<file path="config.mk">
export PLATFORM = sky130hd
export DESIGN_NAME = ex_muldiv_sequencer_flat
export DESIGN_NICKNAME = d
export VERILOG_FILES = /design/src/rtl/ex_muldiv_sequencer_if.sv /design/src/rtl/ex_muldiv_sequencer.sv /design/src/flat_wrapper.sv
export SDC_FILE = /design/constraint.sdc
export NUM_CORES = 1
export LEC_CHECK = 0
export BUFFER_PORTS_ARGS = -buffer_cell sky130_fd_sc_hd__buf_2
export CORE_AREA = 4 4 190 137
export CTS_CLUSTER_DIAMETER = 120
export DETAILED_ROUTE_END_ITERATION = 8
export DIE_AREA = 0 0 194 141
export MAX_ROUTING_LAYER = met4
export PLACE_DENSITY = 0.86
export SLEW_MARGIN = 20
export SYNTH_ARGS = -nofsm -noshare
export SYNTH_HDL_FRONTEND = slang
export SYNTH_SLANG_ARGS = --single-unit
</file>
<file path="constraint.sdc">
create_clock -name clk -period 4.1 [get_ports clk]
set_input_delay 0.41 -clock clk [delete_from_list [all_inputs] [get_ports clk]]
set_output_delay 0.41 -clock clk [all_outputs]
set_load 0.01 [all_outputs]
</file>
<file path="src/rtl/ex_muldiv_sequencer_if.sv">
// ex_muldiv_sequencer_if: EX-stage multiply/divide sequencer interface.
// The master (pipeline side) drives the instruction request and flush.
// The slave (sequencer) returns its status and the architectural HI/LO values.
interface ex_muldiv_sequencer_if #(
  parameter int NBits = 32
);
  logic             Start;
  logic [5:0]       ALUFunction;
  logic [NBits-1:0] OperandA;
  logic [NBits-1:0] OperandB;
  logic             Flush;
  logic             Busy;
  logic             Done;
  logic             Stall;
  logic [NBits-1:0] HI;
  logic [NBits-1:0] LO;

  modport master (
    output Start, ALUFunction, OperandA, OperandB, Flush,
    input  Busy, Done, Stall, HI, LO
  );

  modport slave (
    input  Start, ALUFunction, OperandA, OperandB, Flush,
    output Busy, Done, Stall, HI, LO
  );
endinterface

</file>
<file path="src/rtl/ex_muldiv_sequencer.sv">
// ex_muldiv_sequencer: iterative MIPS mult/multu/div/divu unit, one bit per cycle.
// It owns HI/LO, services mthi/mtlo and stalls dependent instructions while busy.
// Optional macro MULDIV_DIVZERO_FAST_EN: a divide by zero completes in one cycle
// with LO = all ones and HI = OperandA instead of running the full sequence.
module ex_muldiv_sequencer #(
  parameter int NBits = 32
) (
  input  logic                  clk,
  input  logic                  reset,
  ex_muldiv_sequencer_if.slave  bus
);

  localparam int CntW = (NBits > 1) ? $clog2(NBits) : 1;
  localparam logic [CntW-1:0] CntOne  = CntW'(1);
  localparam logic [CntW-1:0] CntLast = CntW'(NBits - 1);

  localparam logic [5:0] FnMfhi  = 6'h10;
  localparam logic [5:0] FnMthi  = 6'h11;
  localparam logic [5:0] FnMflo  = 6'h12;
  localparam logic [5:0] FnMtlo  = 6'h13;
  localparam logic [5:0] FnMult  = 6'h18;
  localparam logic [5:0] FnMultu = 6'h19;
  localparam logic [5:0] FnDiv   = 6'h1A;
  localparam logic [5:0] FnDivu  = 6'h1B;

  typedef enum logic [2:0] {IDLE, MUL, DIV, FIX, DONE} stateT;

  stateT            stateReg,   stateNext;
  logic [CntW-1:0]  counterReg, counterNext;
  // accHi: product high half / partial remainder; accLo: multiplier / quotient
  logic [NBits-1:0] accHiReg,   accHiNext;
  logic [NBits-1:0] accLoReg,   accLoNext;
  // operand: multiplicand magnitude or divisor magnitude
  logic [NBits-1:0] operandReg, operandNext;
  logic             signQReg,   signQNext;   // sign of product / quotient (A^B)
  logic             signRReg,   signRNext;   // sign of remainder (A)
  logic             isDivReg,   isDivNext;
  logic [NBits-1:0] hiReg,      hiNext;
  logic [NBits-1:0] loReg,      loNext;

  // Datapath helpers for one iteration and for the final sign fix-up
  logic                 isSigned;
  logic [NBits-1:0]     absA, absB;
  logic [NBits:0]       mulSum;
  logic [NBits:0]       divShift;
  logic [NBits:0]       divDiff;
  logic                 divGeq;
  logic [NBits-1:0]     divRem;
  logic [2*NBits-1:0]   prodRaw, prodFix;
  logic [NBits-1:0]     quotFix, remFix;

  // Per-iteration arithmetic: shift-add step, restoring-divide step, sign fix-up
  always_comb begin
    isSigned = ~bus.ALUFunction[0];
    absA     = (isSigned && bus.OperandA[NBits-1]) ? -bus.OperandA : bus.OperandA;
    absB     = (isSigned && bus.OperandB[NBits-1]) ? -bus.OperandB : bus.OperandB;
    mulSum   = {1'b0, accHiReg} + (accLoReg[0] ? {1'b0, operandReg} : '0);
    divShift = {accHiReg, accLoReg[NBits-1]};
    divGeq   = divShift >= {1'b0, operandReg};
    divDiff  = divShift - {1'b0, operandReg};
    divRem   = divGeq ? divDiff[NBits-1:0] : divShift[NBits-1:0];
    prodRaw  = {accHiReg, accLoReg};
    prodFix  = signQReg ? -prodRaw : prodRaw;
    quotFix  = signQReg ? -accLoReg : accLoReg;
    remFix   = signRReg ? -accHiReg : accHiReg;
  end

  // Next-state and datapath-next logic; Flush overrides everything, HI/LO kept
  always_comb begin
    stateNext   = stateReg;
    counterNext = counterReg;
    accHiNext   = accHiReg;
    accLoNext   = accLoReg;
    operandNext = operandReg;
    signQNext   = signQReg;
    signRNext   = signRReg;
    isDivNext   = isDivReg;
    hiNext      = hiReg;
    loNext      = loReg;

    case (stateReg)
      IDLE, DONE: begin
        stateNext = IDLE;
        if (bus.Start) begin
          case (bus.ALUFunction)
            FnMult, FnMultu, FnDiv, FnDivu: begin
              accHiNext   = '0;
              accLoNext   = absA;
              operandNext = absB;
              signQNext   = isSigned & (bus.OperandA[NBits-1] ^ bus.OperandB[NBits-1]);
              signRNext   = isSigned & bus.OperandA[NBits-1];
              isDivNext   = bus.ALUFunction[1];
              counterNext = CntLast;
              stateNext   = bus.ALUFunction[1] ? DIV : MUL;
`ifdef MULDIV_DIVZERO_FAST_EN
              if (bus.ALUFunction[1] && (bus.OperandB == '0)) begin
                hiNext    = bus.OperandA;
                loNext    = '1;
                stateNext = DONE;
              end
`endif
            end
            FnMthi: hiNext = bus.OperandA;
            FnMtlo: loNext = bus.OperandA;
            // mfhi/mflo read HI/LO outside this block; others are not ours
            FnMfhi, FnMflo: ;
            default: ;
          endcase
        end
      end
      MUL: begin
        accHiNext   = mulSum[NBits:1];
        accLoNext   = {mulSum[0], accLoReg[NBits-1:1]};
        counterNext = counterReg - CntOne;
        if (counterReg == '0) stateNext = FIX;
      end
      DIV: begin
        accHiNext   = divRem;
        accLoNext   = {accLoReg[NBits-2:0], divGeq};
        counterNext = counterReg - CntOne;
        if (counterReg == '0) stateNext = FIX;
      end
      FIX: begin
        if (isDivReg) begin
          hiNext = remFix;
          loNext = quotFix;
        end else begin
          hiNext = prodFix[2*NBits-1:NBits];
          loNext = prodFix[NBits-1:0];
        end
        stateNext = DONE;
      end
      default: stateNext = IDLE;
    endcase

    if (bus.Flush) begin
      stateNext = IDLE;
      hiNext    = hiReg;
      loNext    = loReg;
    end
  end

  // State and datapath registers with asynchronous active-low reset
  always_ff @(posedge clk or negedge reset) begin
    if (!reset) begin
      stateReg   <= IDLE;
      counterReg <= '0;
      accHiReg   <= '0;
      accLoReg   <= '0;
      operandReg <= '0;
      signQReg   <= 1'b0;
      signRReg   <= 1'b0;
      isDivReg   <= 1'b0;
      hiReg      <= '0;
      loReg      <= '0;
    end else begin
      stateReg   <= stateNext;
      counterReg <= counterNext;
      accHiReg   <= accHiNext;
      accLoReg   <= accLoNext;
      operandReg <= operandNext;
      signQReg   <= signQNext;
      signRReg   <= signRNext;
      isDivReg   <= isDivNext;
      hiReg      <= hiNext;
      loReg      <= loNext;
    end
  end

  // Status outputs decoded from the state; Stall holds a waiting instruction
  always_comb begin
    bus.Busy  = (stateReg == MUL) || (stateReg == DIV) || (stateReg == FIX);
    bus.Done  = (stateReg == DONE);
    bus.Stall = bus.Start & bus.Busy;
    bus.HI    = hiReg;
    bus.LO    = loReg;
  end

endmodule

</file>
<file path="src/flat_wrapper.sv">
// flat-port wrapper written by rule: the top's interface ports become plain ports
module ex_muldiv_sequencer_flat 
#(
  parameter int NBits = 32
)
  (clk, reset, bus_Start, bus_ALUFunction, bus_OperandA, bus_OperandB, bus_Flush, bus_Busy, bus_Done, bus_Stall, bus_HI, bus_LO);
  ex_muldiv_sequencer_if #(.NBits(NBits)) bus_i ();
  input  logic clk;
  input  logic reset;
  input wire logic [$bits(bus_i.Start)-1:0] bus_Start;
  input wire logic [$bits(bus_i.ALUFunction)-1:0] bus_ALUFunction;
  input wire logic [$bits(bus_i.OperandA)-1:0] bus_OperandA;
  input wire logic [$bits(bus_i.OperandB)-1:0] bus_OperandB;
  input wire logic [$bits(bus_i.Flush)-1:0] bus_Flush;
  output wire logic [$bits(bus_i.Busy)-1:0] bus_Busy;
  output wire logic [$bits(bus_i.Done)-1:0] bus_Done;
  output wire logic [$bits(bus_i.Stall)-1:0] bus_Stall;
  output wire logic [$bits(bus_i.HI)-1:0] bus_HI;
  output wire logic [$bits(bus_i.LO)-1:0] bus_LO;
  assign bus_i.Start = bus_Start;
  assign bus_i.ALUFunction = bus_ALUFunction;
  assign bus_i.OperandA = bus_OperandA;
  assign bus_i.OperandB = bus_OperandB;
  assign bus_i.Flush = bus_Flush;
  assign bus_Busy = bus_i.Busy;
  assign bus_Done = bus_i.Done;
  assign bus_Stall = bus_i.Stall;
  assign bus_HI = bus_i.HI;
  assign bus_LO = bus_i.LO;
  ex_muldiv_sequencer #(.NBits(NBits)) u_core (.clk(clk), .reset(reset), .bus(bus_i));
endmodule
</file>
Word level (Yosys, flattened, before mapping)
Index checks and enable logic that the tools add are counted.
Storage, ports and cells
  bits in registers: 171
  bits of input ports: 74
  output and inout bits: 67
  logic and storage cells: 87
Cells by class
  $add $sub $neg: 8
  magnitude comparators: 1
  equal/unequal tests: 15
  multiplexer cells: 30
  bitwise gates (word level): 6
  reductions and logical operators: 17
Operators with widths (number)
  $mux W32: 16
  $pmux W32 S3: 2
  $neg A32 Y32: 4
  $pmux W32 S2: 2
  $mux W64: 1
  $neg A64 Y64: 1
  $eq A6 B5 Y1 const B: 6
  $add A32 B32 Y33: 1
  $ge A33 B32 Y1: 1
  $sub A32 B32 Y32: 1
  $mux W3: 4
  $mux W5: 2
  $pmux W5 S2: 1
  $pmux W3 S3: 1
  $reduce_and A3 Y1: 3
  $ne A2 B2 Y1 const B: 4
  $reduce_and A4 Y1: 2
  $eq A3 B2 Y1 const B: 2
  $logic_not A5 Y1: 1
  $sub A5 B1 Y5 const B: 1
  $reduce_bool A2 Y1: 2
  $reduce_or A2 Y1: 2
  $reduce_or A4 Y1: 1
  $and A1 B1 Y1: 3
  10 further kinds: 13

Longest topological paths before layout
Gate-level depths: netlist of run 1.
  word-level depth: 6
  mapped depth: 14
  mapped depth without buffers: 13

Worst setup path after synthesis of run 1
Ideal clock, no wire load.
  kind: reg-to-reg
  from: reg u_core.accLoReg[16]
  to: reg u_core.hiReg[25] (netlist: u_core.bus.HI[25])
  arrival: 3.163 ns
  required time: 3.980 ns
  slack: 0.817 ns
  cell stages (with the launch flop): 11
  path buffers: 1
  cell sequence: dfrtp_1 > buf_6 > or4_4 > or4b_4 > nor4_4 > nand2b_4 > or4_4 > o21ai_2 > a21oi_1 > or4_1 > and3_1
Between the ends
  cells in the longest elaborated chain, start to end: 4
Ends and longest elaborated chain
  start, declared: RTL line ex_muldiv_sequencer.sv:32  | logic [NBits-1:0] accLoReg, accLoNext;
  start signal, assigned: RTL line ex_muldiv_sequencer.sv:160  | accLoReg <= accLoNext;
  $neg A64 Y64: RTL line ex_muldiv_sequencer.sv:63  | prodFix = signQReg ? -prodRaw : prodRaw;
  $mux W64: RTL line ex_muldiv_sequencer.sv:63
  $mux W32: RTL line ex_muldiv_sequencer.sv:124  | if (isDivReg) begin
  $pmux W32 S2: RTL line ex_muldiv_sequencer.sv:81  | case (stateReg)
  end signal, assigned: RTL line ex_muldiv_sequencer.sv:165  | hiReg <= hiNext;
  end, declared: RTL line ex_muldiv_sequencer.sv:38  | logic [NBits-1:0] hiReg, hiNext;
No other way between the ends.
A chain may end at the register's enable or synchronous reset.

Final worst setup path of run 1
  from: reg u_core.accLoReg[0]
  to: reg u_core.accHiReg[24]
Between the ends
  cells in the longest elaborated chain, start to end: 3
Ends and longest elaborated chain
  $mux W32: RTL line ex_muldiv_sequencer.sv:57  | mulSum = {1'b0, accHiReg} + (accLoReg[0] ? {1'b0, operandReg} : '0);
  $add A32 B32 Y33: RTL line ex_muldiv_sequencer.sv:57
  $pmux W32 S3: RTL line ex_muldiv_sequencer.sv:81
  end signal, assigned: RTL line ex_muldiv_sequencer.sv:159  | accHiReg <= accHiNext;
  end, declared: RTL line ex_muldiv_sequencer.sv:31  | logic [NBits-1:0] accHiReg, accHiNext;
No other way between the ends.

==> run_results.csv, run 1 <==
group,metric,value,unit
setup_path,crit_path_end_kind,"flip-flop",
synth,synthCells,1838,
clocking,post-cts-setup-buffers,0,
power,p_sw,6.71,mW
finish,syn_to_final_growth,12.1,%
clocking,cts_tree,"built",
timing,rsz0062_at_grt,"false",
synth,syn-cell-area,14300,µm²
power,clockPowerShare,0.129,
setup_path,critPathMaxFanout,14,
detailed_routing,routedWlPerCell,23.1,µm
detailed_routing,via_per_inst,6.76,
die,initial_core_util,0.588,
placed_design,hpwl,40100,µm
timing,tightest_slew,0.937,ns
outcome,status,"completed",
synth,yosysUniqueCellTypes,72,
timing,period_needed,3.90,ns
clocking,root_buffer,"clkbuf_16",
synth,syn_area_per_cell,7.76,µm²
finish,stdcell_area,16000,µm²
placed_design,routabilityCongestion,1.06,
synth,ys_ff_latch,171,
clocking,holdBufCountCts,0,
die,rows,48,
timing,setup_viol,0,
power,intPower,6.40,mW
setup_path,arrival,4.25,ns
finish,fin_nets,2082,
detailed_routing,vias,15388,
timing,hold_ws,0.00827,ns
setup_path,rrSetupSlack,0.20,ns
power,power.total,13.1,mW
global_route,grt_pass1_wl,81700,µm
clocking,cts.sinks,171,
die,die_w,194,µm
synth,synth_top_area_frac,0.300,
die,die_h,141,µm
clocking,h-tree-depth,4,
setup_path,startpoint,"u_core.accLoReg[0]",
setup_path,worstSetupPathType,"reg2reg",
synth,syn_nets,1984,
die,io_pins,141,
clocking,cts.path.max_buffers,2,
global_route,grt_usage,0.388,
setup_path,required,4.45,ns
run,maxCapViolCount,0,
finish,multi_input_area,9370,µm²
synth,ys.warnings.count,0,
global_route,antenna_found_initial,3,
clocking,cts.clk_slew.worst_paths,0.09,ns
timing,fin_ws,0.205,ns
global_route,grt_max_degree,92,
finish,nFillCells,2080,
clocking,insertion_delay,0.46,ns
setup_path,startpoint_type,"flip-flop",
synth,yosysSeqAreaShare,0.300,
global_route,grt_pass1_vias,14057,
synth,yosys.cell_count.top_type,"nor2_1",
synth,synthTopCellsByArea,"dfrtp_1, o21ai_0, a21oi_1",
placed_design,dpl_worst_slack,0.368,ns
setup_path,reg2reg_from,"u_core.accLoReg[0]",
power,power.density,820,nW/µm²
power,swShare,0.512,
timing,slew-limit-headroom,0.373,
power,pwr-share-comb,0.618,
global_route,grt-ovfl-total,0,
timing,fin_setup_tns,0,ns
detailed_routing,drtAntennaViolNets,0,
power,ir_drop,0.447,mV
synth,synth_common_cells,"nor2_1, nand2_1, o21ai_0, a21oi_1, dfrtp_1",
detailed_routing,first_iter_violations,2501,
placed_design,port_buffers,140,
detailed_routing,drc,0,
timing,max_freq,257,MHz
timing,drv_slew,0,
worst_hold_path,hold_path.class,"in2async",
setup_path,r2r.worst_path.cells,12,
finish,drive_gt1_frac,0.131,
power,power.leakage,7.08,nW
synth,synth_edf_count,0,
finish,seq_area,4280,µm²
synth,synth_area_leader_cell,"dfrtp_1",
timing,final_hold_viol_count,0,
timing,clock_skew,0.0185,ns
clocking,ctsResizeCount,0,
timing,fin_crit_sh,0.950,
die,dieArea,27400,µm²
placed_design,place_area,15400,µm²
synth,synth_flop_cell,"dfrtp_1",
power,p_seq_frac,0.253,
detailed_routing,dr.pass1.iters,8,
die,core_area,24300,µm²
detailed_routing,wirelength,52600,µm
synth,async_flop_share,1.00,
clocking,cts_made_buffers,17,
[cells in the final DEF (no fill, tap or decap), types with 20 or more instances in the layout]
cell / netlist / layout
buf_2: 0 / 139
a21oi_1: 177 / 177
a31oi_1: 20 / 20
xnor2_1: 86 / 86
nand2_1: 182 / 182
nor3_1: 34 / 34
or3_1: 21 / 21
buf_4: 0 / 48
a21o_1: 32 / 32
nand3_1: 32 / 32
ha_1: 70 / 70
nor4_1: 20 / 20
xor2_1: 79 / 79
a22oi_1: 40 / 40
inv_1: 62 / 61
nor2_1: 200 / 199
o21ai_0: 179 / 178
o31ai_1: 36 / 35
dfrtp_1: 171 / 171
[registers in the layout, summed over array words and instances (netlist names), 3 cells and up]
signal,cells
u_core.accHiReg,32
u_core.stateReg,3
u_core.bus.HI,32
u_core.accLoReg,32
u_core.counterReg,5
u_core.bus.LO,32
u_core.operandReg,32
[kinds of logic (layout without fill, tap and decap cells)]
logic type	count (synthesis)	count (layout)	synth area share
xor+xnor	165	165	0.101
flops	171	171	0.300
buf+inv	174	285	0.0463
fa+ha+maj	72	72	0.0642
compound gates	629	629	0.274
simple gates	613	613	0.205
mux	14	14	0.0101
other cells	0	2	0
[cell type report]
cell class                      instances  share of cell area
Antenna cell                            2            0.000313
Clock inverter                         14             0.00954
Clock buffer                           18              0.0268
Tap cell                              325              0.0254
Multi-Input combinational cell       1493               0.586
Sequential cell                       171               0.268
Inverter                               63              0.0150
Timing Repair Buffer                  190              0.0692
[path summary, 6_finish.rpt]
check                                       to
setup / recovery           u_core.accHiReg[24]
hold / removal               u_core.bus.HI[22]
setup reg to reg           u_core.accHiReg[24]
hold reg to reg               u_core.bus.LO[8]
max in group asynchronous  u_core.accLoReg[20]
min in group clk               u_core.signQReg
[stage by stage]
step | util | instances
3_3_place_gp | 0.635 | 2242
4_1_cts | 0.659 | 2274
6_report | 0.659 | 2276
2_1_floorplan | - | 1838
5_1_grt | 0.659 | 2276
3_5_place_dp | 0.635 | 2242
[layer usage]
layer	vias up	GRT usage	wire length [µm]
met5	-	-	0
met4	0	0.0791	983
met3	99	0.152	8990
met2	1180	0.495	20100
met1	7263	0.575	22400
li1	6846	-	-
[power by group through the flow]
| stage | Combinational, mW | Clock (mW) | Sequential (mW) |
|---|---|---|---|
| after floorplan | 5.33 | 0 | 3.11 |
| after CTS | 7.81 | 1.68 | 3.25 |
| final | 8.10 | 1.69 | 3.32 |
| after detailed placement | 7.77 | 0 | 3.27 |
| after global placement | 7.62 | 0 | 3.23 |
| after global routing | 8.73 | 1.75 | 3.39 |
[critical path: stages, from the launching register on]
cell and delay (ns):
dfrtp_1 0.54, clkinvlp_4 0.37, nor2_1 0.19, ha_1 0.30, o21ai_0 0.25, nor4_1 0.12, o21a_1 0.22, o21ai_0 0.35
o21ai_0 0.26, a221oi_1 0.58, o21bai_1 0.17, xnor2_1 0.15, a221o_1 0.28
Note: power is estimated with default switching activity, not from simulation.
==> inputs of run 2 (changes only) <==
Settings changed: PLACE_DENSITY 0.86 to 0.8.
==> run 2 against run 1 <==
The run now ends with negative hold slack left. Clock power rose by 2%. Register-to-register slack improved by 0.24 ns. Cell count is essentially flat. First-iteration DRC count down 22%. Worst setup slack better by 0.24 ns. Sequential share of layout area down 0.12 points. Flip-flop and latch count did not move. Clock skew about the same. Utilization grew 0.29 points. Maximum frequency is 6.5% higher. Count of clock-buffer cells in the layout rose by 2. Via count is 1.2% lower.
==> run_results.csv, run 2 (same netlist as run 1, synthesis figures left out) <==
group,metric,value,unit
outcome,status,"complete, but fails checks",
outcome,failed_checks,"negative hold slack",
timing,tightest_slew,0.887,ns
setup_path,crit_path_frequent_cell,"o21ai_0",
run,maxCapViolCount,0,
placed_design,port_buffers,140,
timing,fin_crit_sh,0.892,
detailed_routing,wl_met1,24300,µm
timing,clock_skew,0.0183,ns
timing,fin_ws,0.441,ns
power,intPower,6.54,mW
clocking,insertion_delay,0.45,ns
global_route,antenna_found_initial,4,
detailed_routing,topRoutingLayerUsed,"met4",
detailed_routing,via_per_inst,6.67,
detailed_routing,dr.pass1.iters,5,
clocking,cts.path.max_buffers,2,
placed_design,hpwl,42100,µm
setup_path,path_buf_inv,1,
power,power.total,13.3,mW
clocking,ctsResizeCount,0,
finish,stdcell_area,16100,µm²
die,die_h,141,µm
clocking,cts_tree,"built",
power,p_seq_frac,0.250,
setup_path,cp_top_family,"compound AO/OA/AOI/OAI gates",
finish,utilization,0.662,
setup_path,crit_path_end_kind,"flip-flop",
detailed_routing,routedWlPerCell,24.1,µm
timing,drv_slew,0,
die,initial_core_util,0.588,
global_route,grt_pass1_vias,13968,
timing,final_hold_viol_count,11,
power,clockPowerShare,0.130,
finish,layout_commonest_cell,"nor2_1",
placed_design,routabilityCongestion,1.04,
finish,nFillCells,2090,
setup_path,crit_slowest_cell,"dfrtp_1",
finish,layout_common_cells,"nor2_1, nand2_1, a21oi_1, o21ai_0, dfrtp_1",
clocking,cts.sinks,171,
setup_path,path_cells,"clkinvlp_4, nor2_1, ha_1, o21ai_0, nor4_1, o21a_1, o21ai_0, o21ai_1, a31oi_1, o21ai_0, xor2_1, a221o_1",
setup_path,startpoint_type,"flip-flop",
setup_path,arrival,4.00,ns
finish,fin_cells,2278,
finish,syn_to_final_growth,12.6,%
global_route,grt-ovfl-total,0,
setup_path,worstSetupPathType,"reg2reg",
detailed_routing,vias,15201,
die,rows,48,
timing,slew-limit-headroom,0.409,
setup_path,required,4.44,ns
worst_hold_path,hold_path.class,"in2async",
power,ir_drop,0.458,mV
power,p_sw,6.77,mW
finish,drive_gt1_frac,0.133,
finish,fin_nets,2084,
timing,period_needed,3.66,ns
placed_design,dp_cells,2244,
timing,setup_viol,0,
power,pwr-share-comb,0.619,
power,swShare,0.509,
clocking,post-cts-setup-buffers,0,
die,dieArea,27400,µm²
detailed_routing,drc,0,
power,power.leakage,7.11,nW
global_route,grt_max_degree,90,
setup_path,critPathMaxFanout,14,
detailed_routing,met2_length,20300,µm
timing,hold_ws,-0.0206,ns
clocking,cts.clk_slew.worst_paths,0.08,ns
clocking,h-tree-depth,4,
clocking,holdBufCountCts,0,
power,power.density,829,nW/µm²
timing,rsz0062_at_grt,"false",
setup_path,max_stage_delay,0.50,ns
detailed_routing,first_iter_violations,1940,
timing,max_freq,273,MHz
die,die_w,194,µm
global_route,grt_pass1_wl,83700,µm
detailed_routing,wl_met3,9370,µm
global_route,grt_usage,0.403,
clocking,cts_made_buffers,17,
placed_design,dpl_worst_slack,0.337,ns
die,io_pins,141,
die,core_area,24300,µm²
detailed_routing,drtAntennaViolNets,0,
clocking,root_buffer,"clkbuf_16",
timing,fin_setup_tns,0,ns
detailed_routing,wirelength,54900,µm
placed_design,place_area,15400,µm²
run 2: cell count changes in the layout (fill, tap and decap cells not counted), moves of 2 or more:
| cell | before | now |
|---|---|---|
| clkbuf_8 | 0 | 3 |
| clkinvlp_4 | 4 | 6 |
| inv_6 | 6 | 2 |
| buf_12 | 2 | 4 |
run 2: path summary, 6_finish.rpt:
path / start / to / slack, ns / cells past startpoint
setup / recovery: u_core.accLoReg[0] / u_core.accHiReg[22] / 0.44 / 12
hold / removal: reset / u_core.bus.HI[13] / -0.02 / 1
setup reg to reg: u_core.accLoReg[0] / u_core.accHiReg[22] / 0.44 / 12
hold reg to reg: u_core.bus.LO[20] / u_core.bus.LO[20] / 0.48 / 2
max in group asynchronous: reset / u_core.accHiReg[25] / 3.19 / 2
min in group clk: bus_ALUFunction[1] / u_core.isDivReg / 0.23 / 3
run 2: area by class of cell:
type / count / area (µm²) / area share
Tap cell: 325 / 407 / 0.0253
Inverter: 63 / 240 / 0.0150
Sequential cell: 171 / 4280 / 0.266
Antenna cell: 3 / 7.51 / 0.000467
Multi-Input combinational cell: 1493 / 9380 / 0.584
Clock buffer: 20 / 467 / 0.0291
Timing Repair Buffer: 192 / 1150 / 0.0714
Clock inverter: 11 / 135 / 0.00841
run 2: power by group through the flow:
| stage | logic [mW] | clock network, mW | registers, mW |
|---|---|---|---|
| 4_1_cts | 7.94 | 1.74 | 3.27 |
| 6_report | 8.24 | 1.73 | 3.33 |
| 5_1_grt | 8.89 | 1.81 | 3.40 |
| 3_3_place_gp | 7.79 | 0 | 3.26 |
| 3_5_place_dp | 7.90 | 0 | 3.29 |
| 2_1_floorplan | 5.33 | 0 | 3.11 |
run 2: per-layer routing:
layer	GRT usage	up-vias
met5	-	-
met2	0.499	1026
li1	-	6862
met1	0.594	7209
met3	0.185	104
met4	0.0825	0
